**config.mk**
```make
export PLATFORM = sky130hd
export DESIGN_NAME = run_detector
export DESIGN_NICKNAME = d
export VERILOG_FILES = /design/src/rtl/run_detector.sv
export SDC_FILE = /design/constraint.sdc
export NUM_CORES = 1
export LEC_CHECK = 0
export ABC_AREA = 1
export BUFFER_PORTS_ARGS = -buffer_cell sky130_fd_sc_hd__buf_2
export CAP_MARGIN = 10
export CORE_UTILIZATION = 50
export CTS_CLUSTER_DIAMETER = 50
export DETAILED_ROUTE_END_ITERATION = 10
export PLACE_DENSITY_LB_ADDON = 0.25
export RECOVER_POWER = 25
export SETUP_SLACK_MARGIN = 0.2
export SLEW_MARGIN = 20
export SYNTH_ARGS = -nofsm -noshare
export SYNTH_HDL_FRONTEND = slang
export SYNTH_SLANG_ARGS = --single-unit
export TNS_END_PERCENT = 30
```
**constraint.sdc**
```tcl
create_clock -name clk -period 2.6 [get_ports clk]
set_input_delay 0.39 -clock clk [delete_from_list [all_inputs] [get_ports clk]]
set_output_delay 0.39 -clock clk [all_outputs]
set_load 0.02 [all_outputs]
```
**src/rtl/run_detector.sv**
```systemverilog
`default_nettype none
// ============================================================================
// run_detector : flags when the last RUN_LEN enabled samples of w are equal,
//                with polarity / overlap modes and a saturating match counter.
// Revision     : 1.0 - initial release
// ============================================================================
module run_detector #(
   parameter int RUN_LEN = 2,
   parameter int CNT_W   = 8,
   parameter int ST_W    = $clog2(RUN_LEN + 1)
) (
   input  logic             clk,
   input  logic             reset,
   input  logic             w,
   input  logic             en,
   input  logic [1:0]       mode,
   input  logic             clr,
   output logic             z,
   output logic             last_w,
   output logic [ST_W-1:0]  run_len,
   output logic [CNT_W-1:0] match_count
);

   localparam logic [ST_W-1:0]  c_RUN_MAX = ST_W'(RUN_LEN);
   localparam logic [ST_W-1:0]  c_RUN_ONE = ST_W'(1);
   localparam logic [CNT_W-1:0] c_CNT_MAX = '1;
   localparam logic [CNT_W-1:0] c_CNT_ONE = CNT_W'(1);

   logic [ST_W-1:0]  run_len_q, run_len_d;
   logic             last_w_q, last_w_d;
   logic [CNT_W-1:0] match_count_q, match_count_d;
   logic             w_hit;

   function automatic logic polarity_ok(input logic [1:0] m, input logic v);
      case (m)
         2'b01:   polarity_ok = v;
         2'b10:   polarity_ok = ~v;
         default: polarity_ok = 1'b1;
      endcase
   endfunction

   always_comb begin
      run_len_d = run_len_q;
      last_w_d  = last_w_q;
      if (en) begin
         if (run_len_q == '0 || w != last_w_q) begin
            run_len_d = c_RUN_ONE;
            last_w_d  = w;
         end else if (run_len_q < c_RUN_MAX) begin
            run_len_d = run_len_q + c_RUN_ONE;
         end else if (mode == 2'b11) begin
            // non-overlapping: a completed run starts counting afresh
            run_len_d = c_RUN_ONE;
         end
      end
   end

   // the counter looks at the next state so it moves on the same edge as z
   assign w_hit = en && (run_len_d == c_RUN_MAX) && polarity_ok(mode, last_w_d);

   always_comb begin
      match_count_d = match_count_q;
      if (clr) begin
         match_count_d = '0;
      end else if (w_hit && match_count_q != c_CNT_MAX) begin
         match_count_d = match_count_q + c_CNT_ONE;
      end
   end

   always_ff @(posedge clk or posedge reset) begin
      if (reset) begin
         run_len_q     <= '0;
         last_w_q      <= 1'b0;
         match_count_q <= '0;
      end else begin
         run_len_q     <= run_len_d;
         last_w_q      <= last_w_d;
         match_count_q <= match_count_d;
      end
   end

   assign z           = (run_len_q == c_RUN_MAX) && polarity_ok(mode, last_w_q);
   assign last_w      = last_w_q;
   assign run_len     = run_len_q;
   assign match_count = match_count_q;

endmodule
`default_nettype wire

```
==> reports/qor.csv, run 1 <==
stage,metric,value,unit
floorplan,core_region_area,1510,um^2
synthesis,synth_compound_area_share,5.08,%
clock_network,clkSlewWorstSetupHoldPaths,0.07,ns
grt,grtUsageMet2,33.5,%
synthesis,syn_avg_cell_area,7.06,um^2
clock_network,cts_setup_buffers,0,
place,hpwl,1240,um
synthesis,synth.most_common_cell,nand2_1,
layout,drive_above_1_share,24.3,%
timing,worstMarginPinSlew,0.448,ns
floorplan,io_pins,19,
grt,grt_util_met1,25.2,%
floorplan,start_util,53.9,%
clock_network,cts_max_level,1,
route,vias,772,
setup_path,path_cells,buf_2 > inv_1 > ha_1 > a21oi_1 > o21ai_0 > nand3b_1 > inv_1 > buf_2,
clock_network,cts_buffer_depth,2,
layout,final_cells,152,
layout,syn2layout_area_growth,16.2,%
grt,first_global_vias,672,
setup_path,critical_path_arrival,1.33,ns
route,route.detailed.drc,0,
timing,hold_violations,0,
synthesis,synth_fa_ha_area_share,6.16,%
synthesis,ys.flop_type,dfrtp_1,
clock_network,clock_sinks,11,
synthesis,synthesis.nets,126,
route,ant_nets,0,
timing,setup_tns,0,ns
synthesis,synthSimpleGateAreaFrac,38.5,%
pwr,switching_power,0.140,mW
grt,grt_max_degree,17,
grt,met3_usage,7.76,%
synthesis,ys_top_cells_by_area,"dfrtp_1, nand3_1, nand2_1",
grt,grt_busiest_layer,met2,
timing,max_freq,580,MHz
setup_path,path_delay_family,buffers and inverters,
setup_path,critPathMaxStageDelay,0.30,ns
timing,relSlewSlack,70.1,%
synthesis,muxShareOfSynthArea,0,%
pwr,power_density,444,nW/um^2
setup_path,cp.required,2.21,ns
pwr,p_int,0.278,mW
pwr,pwr-share-clk,27.0,%
grt,antenna_found_initial,0,
timing,setup_viol_count_final,0,
clock_network,clockRootBuffer,clkbuf_4,
pwr,seqPwrFrac,46.9,%
run_status,run_status,"complete, no violations",
timing,maxSlewViolCount,0,
setup_path,worstSetupStartpointType,primary input,
floorplan,num_rows,14,
synthesis,netlist_top_cells_count,"nand2_1, nand3_1, inv_1",
pwr,p_total,0.419,mW
place,io_buffers,18,
setup_path,critical_path_buf_inv_count,4,
synthesis,synth_top_area_share,33.9,%
timing,fin_crit,1.72,ns
run,maxCapViolCount,0,
pwr,switching_share,33.5,%
setup_path,crit_type,in2out,
hold_path,worstHoldPathType,in2async,
pwr,p_leak,0.575,nW
place,dpl-instance-area,917,um^2
clock_network,cts_buffers,3,
synthesis,synth-edff-count,0,
setup_path,end_kind,output pin,
synthesis,synth_xor_area_share,6.47,%
pwr,p_comb_share,26.1,%
place,dp_cells,148,
clock_network,insertion_delay,0.27,ns
layout,nFillCells,143,
floorplan,die_x,42.3,um
route,vias_per_cell,5.08,
route,first_pass_iters,4,
clock_network,cts_tree,yes,
synthesis,synth_cell_types,21,
clock_network,post_cts_resized,0,
clock_network,ctsHoldBuffers,0,
timing,clock_skew,0.00540,ns
place,place.gp.congestion,0.757,
synthesis,synth_top_area_cell,dfrtp_1,
grt,grt.overflow.total,0,
synthesis,async_reset_ff_share,100,%
layout,n_antenna_cell,0,
synthesis,synth_seq_area_share,33.9,%
floorplan,die_h,42.3,um
synthesis,synth_warnings,0,
setup_path,crit_fanout,3,
synthesis,yosys_register_bits,11,
grt,grt_first_pass_wirelength,2740,um
synthesis,syn_area,812,um^2
route,drt_iter0_markers,9,
pwr,peakVddDrop,0.301,mV
grt,grt_use_total,20.3,%
floorplan,dieArea,1790,um^2
timing,grt_setup_unrepaired,false,
setup_path,cp_slowest_cell,ha_1,
synthesis,synth_top_family_by_area,simple AND/OR/NAND/NOR gates,
timing,finalCritPeriodShare,66.3,%
route,finalWirelength,1570,um
layout,fin_nets,148,
route,wl_per_cell,10.4,um
layout,fin_area,943,um^2
synthesis,synthCells,115,
==> final timing paths <==
kind                                               to  cells past startpoint  slack, ns                       start
setup / recovery                                    z                      8       0.88                     mode[0]
max in group asynchronous  match_count[5]$_DFFE_PP0P_                      2       2.20                       reset
setup reg to reg           match_count[1]$_DFFE_PP0P_                      9       1.08  match_count[0]$_DFFE_PP0P_
hold reg to reg            match_count[1]$_DFFE_PP0P_                      2       0.58  match_count[1]$_DFFE_PP0P_
hold / removal             match_count[2]$_DFFE_PP0P_                      2       0.10                       reset
min in group clk                 run_len[1]$_DFF_PP0_                      3       0.42                          en
==> cell usage in the layout, fill, tap and decap left out, types with 3 or more instances in the layout <==
cell type / instances
buf_2: 18
clkbuf_4: 3
dfrtp_1: 11
ha_1: 4
inv_1: 16
inv_2: 3
nand2_1: 25
nand2_2: 3
nand3_1: 22
nor2_1: 10
xor2_1: 4
==> layer usage <==
layer  vias up  part of all wire, %
met4         0                 0.32
met5         -                    0
met3         2                  4.2
li1        405                    -
met1       345                   47
met2        20                   48
==> area by class of cell <==
cell class                 count  area (um^2)  area share [%]
inverter                      20         75.1            7.96
sequential                    11          275            29.2
multi-input combinational     83          457            48.4
timing repair buffer          18         90.1            9.55
clock buffer                   4         26.3            2.79
tap                           16         20.0            2.12
==> through the flow <==
step / worst slack [ns] / utilization (%) / hold slack, ns
5_1_grt: 0.728 / 62.6 / 0.133
4_1_cts: 0.867 / 62.6 / 0.111
2_1_floorplan: 1.14 / - / 0.242
3_3_place_gp: 0.908 / 60.9 / 0.401
6_report: 0.876 / 62.6 / 0.100
3_5_place_dp: 0.872 / 60.9 / 0.405
==> worst reg2reg max path, cell delays in order (launching register included) <==
cell      delay [ns]
dfrtp_1         0.42
ha_1            0.24
nand2_1         0.10
nor2_1          0.07
nand2_1         0.10
clkinv_1        0.08
nor2_2          0.11
nand2_2         0.13
nand3_1         0.11
nand2_1         0.06
==> state kept, by name (all words and copies together), names as in the netlist <==
name         flops
run_len          2
last_w           1
match_count      8
==> power by group through the flow <==
stage	registers, mW	clock network, mW	logic [mW]
after floorplan	0.209	0	0.0683
after global placement	0.199	0	0.108
after detailed placement	0.200	0	0.110
after CTS	0.196	0.118	0.110
after global routing	0.198	0.125	0.124
final	0.196	0.113	0.109
==> cells by family after synthesis <==
| family | Yosys count |
|---|---|
| AOI/OAI and AO/OA | 7 |
| DFF | 11 |
| buffers and inverters | 21 |
| xor gates and xnor gates | 6 |
| adders and majority gates | 4 |
| and+or+nand+nor | 66 |
Note: power is estimated with default switching activity, not from simulation.
==> inputs of run 2 (changes only) <==
--- a/config.mk
+++ b/config.mk
@@ -5,7 +5,7 @@
 export SDC_FILE = /design/constraint.sdc
 export NUM_CORES = 1
 export LEC_CHECK = 0
-export ABC_AREA = 1
+export ABC_AREA = 0
 export BUFFER_PORTS_ARGS = -buffer_cell sky130_fd_sc_hd__buf_2
 export CAP_MARGIN = 10
 export CORE_UTILIZATION = 50
==> constraint.sdc (replaced) <==
create_clock -name clk -period 1.75 [get_ports clk]
set_input_delay 0.2625 -clock clk [delete_from_list [all_inputs] [get_ports clk]]
set_output_delay 0.2625 -clock clk [all_outputs]
set_load 0.02 [all_outputs]
==> run 2 against run 1 <==
Critical path type is now reg2reg. Power rose by 120%. Clock-buffer cell count did not move. Clock power rose by 52%. The flow now finishes with violations (setup timing). Combinational power rose to 4.2 times the previous value. Non-clock buffer count rose by 13. Critical path depth fell by 4.
==> reports/qor.csv, run 2 <==
stage,metric,value,unit,change
timing,max_freq,551,MHz,
pwr,power_density,818,nW/um^2,was 444 nW/um^2
hold_path,min_path_cells,2,,
route,drt_iter0_markers,9,,unchanged
pwr,switching_share,41.2,%,was 33.5%
route,ant_nets,0,,unchanged
run_status,run_status,finished with violations,,"was complete, no violations"
clock_network,clockRootBuffer,clkbuf_4,,unchanged
setup_path,crit_fanout,4,,was 3
clock_network,clkSlewWorstSetupHoldPaths,0.07,ns,about the same
floorplan,num_rows,13,,was 14
pwr,seqPwrFrac,32.9,%,was 46.9%
synthesis,synth_cell_types,27,,was 21
route,first_pass_iters,4,,unchanged
synthesis,ys.flop_type,dfrtp_1,,unchanged
route,vias_per_cell,5.97,,was 5.08
pwr,pwr-share-clk,18.5,%,was 27.0%
pwr,p_comb_share,48.7,%,was 26.1%
timing,setup_ws,-0.0643,ns,was 0.876 ns
setup_path,critPathMaxStageDelay,0.42,ns,was 0.30 ns
place,dp_cells,120,,was 148
setup_path,critical_path_arrival,1.99,ns,was 1.33 ns
synthesis,ys_top_cells_by_area,"dfrtp_1, mux2_2, ha_1",,"was dfrtp_1, nand3_1, nand2_1"
synthesis,netlist_top_cells_count,"nor2_1, dfrtp_1, nor2b_1",,"was nand2_1, nand3_1, inv_1"
grt,antenna_found_initial,0,,unchanged
pwr,peakVddDrop,0.543,mV,was 0.301 mV
timing,clock_skew,0.00458,ns,was 0.00540 ns
layout,n_antenna_cell,0,,unchanged
floorplan,io_pins,19,,unchanged
synthesis,synth_top_area_share,37.1,%,was 33.9%
setup_path,ff2ff_path_depth,4,,was 9
setup_path,worstSetupStartpointType,flip-flop,,was primary input
clock_network,insertion_delay,0.26,ns,was 0.27 ns
route,drt-met1-wl,899,um,was 742 um
grt,grt_max_degree,16,,was 17
synthesis,synthCells,79,,was 115
layout,final_cells,129,,was 152
place,place.gp.congestion,0.812,,was 0.757
clock_network,cts_max_level,1,,unchanged
pwr,p_leak,0.540,nW,was 0.575 nW
floorplan,die_h,40.5,um,was 42.3 um
clock_network,cts_buffer_depth,2,,unchanged
route,vias,770,,was 772
synthesis,async_reset_ff_share,100,%,unchanged
place,io_buffers,18,,unchanged
run_status,violations,setup timing,,
layout,fin_nets,126,,was 148
synthesis,synth-edff-count,0,,unchanged
clock_network,cts_tree,yes,,unchanged
clock_network,cts_buffers,3,,unchanged
hold_path,worstHoldPathType,in2reg,,was in2async
synthesis,synth_top_area_cell,dfrtp_1,,unchanged
route,wl_per_cell,17.0,um,was 10.4 um
synthesis,yosys_register_bits,11,,unchanged
timing,worstMarginPinSlew,0.429,ns,was 0.448 ns
run,maxCapViolCount,0,,unchanged
grt,first_global_vias,651,,was 672
grt,grt.overflow.total,0,,unchanged
grt,grt_first_pass_wirelength,2920,um,was 2740 um
synthesis,synthesis.nets,90,,was 126
floorplan,start_util,55.6,%,was 53.9%
place,hpwl,1260,um,was 1240 um
layout,largest_register_ffs,8,,unchanged
setup_path,cp.required,1.93,ns,was 2.21 ns
timing,relSlewSlack,71.4,%,was 70.1%
floorplan,die_x,40.5,um,was 42.3 um
grt,grt_use_total,28.4,%,was 20.3%
floorplan,dieArea,1640,um^2,was 1790 um^2
timing,finalCritPeriodShare,104,%,
layout,syn2layout_area_growth,53.5,%,was 16.2%
layout,layout_common_cells,"buf_2, buf_4, nor2_1, dfrtp_1, nor2b_1",,"was nand2_1, nand3_1, buf_2, inv_1, dfrtp_1"
route,met3_length,77,um,was 66 um
timing,fin_crit,1.81,ns,
pwr,switching_power,0.383,mW,was 0.140 mW
timing,setup_viol_count_final,7,,was 0
floorplan,core_region_area,1330,um^2,was 1510 um^2
layout,layout_commonest_cell,buf_2,,was nand2_1
synthesis,synth_warnings,0,,unchanged
pwr,p_total,0.931,mW,was 0.419 mW
route,finalWirelength,2190,um,was 1570 um
timing,maxSlewViolCount,0,,unchanged
route,top_layer_used,met4,,unchanged
clock_network,clock_sinks,11,,unchanged
synthesis,syn_avg_cell_area,9.39,um^2,was 7.06 um^2
setup_path,end_kind,flip-flop,,was output pin
setup_path,cp_slowest_cell,dfrtp_2,,was ha_1
setup_path,crit_type,reg2reg,,was in2out
route,route.detailed.drc,0,,unchanged
synthesis,syn_area,742,um^2,was 812 um^2
synthesis,synth.most_common_cell,nor2_1,,was nand2_1
timing,grt_setup_unrepaired,true,,was false
synthesis,synth_seq_area_share,37.1,%,was 33.9%
pwr,p_int,0.548,mW,was 0.278 mW
setup_path,path_cells,mux2_4 > mux2_2 > nor3_1 > mux2i_1,,was buf_2 > inv_1 > ha_1 > a21oi_1 > o21ai_0 > nand3b_1 > inv_1 > buf_2
layout,drive_above_1_share,50.9,%,was 24.3%
route,wl_met2,1150,um,was 759 um
timing,hold_violations,0,,unchanged
## run 2: cell types whose count changed after synthesis, moves of 4 or more
| cell | previous run | this run |
|---|---|---|
| inv_1 | 16 | 4 |
| mux2_2 | 0 | 6 |
| nand2_1 | 25 | 2 |
| nand3_1 | 22 | 4 |
| nor2b_1 | 0 | 8 |
| xor2_1 | 4 | 0 |
## run 2: layout make-up
type	instances	area, um^2
clock buffers	4	26.3
fillers	68	195
inverters	4	15.0
multi-input cells	64	609
flip-flops and latches	11	277
well taps	15	18.8
repair buffers	31	193
## run 2: layer usage
layer  vias up  GRT usage (%)
met4         0           11.7
met5         -              0
met3        10           3.89
li1        359              -
met1       370           32.9
met2        31           51.6
## run 2: logic make-up (layout without fill, tap and decap cells)
family	after synthesis	count (layout)	share of synthesized area, %
simple gates	39	39	28.5
xor+xnor	1	1	1.18
buf+inv	6	39	3.03
fa+ha+maj	4	4	6.75
mux	9	10	14.5
flops	11	11	37.1
compound gates	9	10	8.94
## run 2: path summary, 6_finish.rpt
path	slack (ns)	start	endpoint
worst min register to register	0.58	run_len[0]$_DFF_PP0_	run_len[0]$_DFF_PP0_
worst max register to register	-0.06	last_w$_DFF_PP0_	match_count[1]$_DFFE_PP0P_
worst min-delay path	0.32	en	last_w$_DFF_PP0_
min in group asynchronous	0.53	reset	match_count[0]$_DFFE_PP0P_
worst max-delay path	-0.06	last_w$_DFF_PP0_	match_count[1]$_DFFE_PP0P_
max in group asynchronous	0.90	reset	last_w$_DFF_PP0_
## run 2: per-stage QoR
step                      TNS [ns]  instance area [um^2]  hold slack [ns]  utilization (%)  setup WS, ns
final                       -0.313                  1140            0.323             85.4       -0.0643
after global routing        -0.575                  1140            0.319             85.4       -0.0960
after CTS                   -0.366                  1040            0.298             77.9       -0.0896
after detailed placement    -0.417                   966            0.272             72.4        -0.112
after global placement      -0.138                   966            0.275             72.4       -0.0556
after floorplan             -0.125                   791            0.115                -       -0.0392
## run 2: critical path: cells and delay by family (launching register included)
family,cells,cell delay [ns]
AND/OR/NAND/NOR,1,0.37
flip-flops,1,0.42
multiplexers,3,0.94
## run 2: repair_timing
action / CTS / global route
hold buffers: 1 / 0
cloned: 1 / 1
endpoints found under the setup margin: 9 / 9
pin swaps: 6 / 7
setup buffers: 0 / 2
resized for setup: 4 / 13
hold endpoints to repair: 11 / 0
## run 2: power by group through the flow
stage	logic, mW	clock network, mW	registers [mW]
floorplan	0.202	0	0.343
global placement	0.338	0	0.306
detailed placement	0.344	0	0.310
CTS	0.373	0.178	0.305
global route	0.483	0.192	0.309
finish	0.453	0.172	0.306
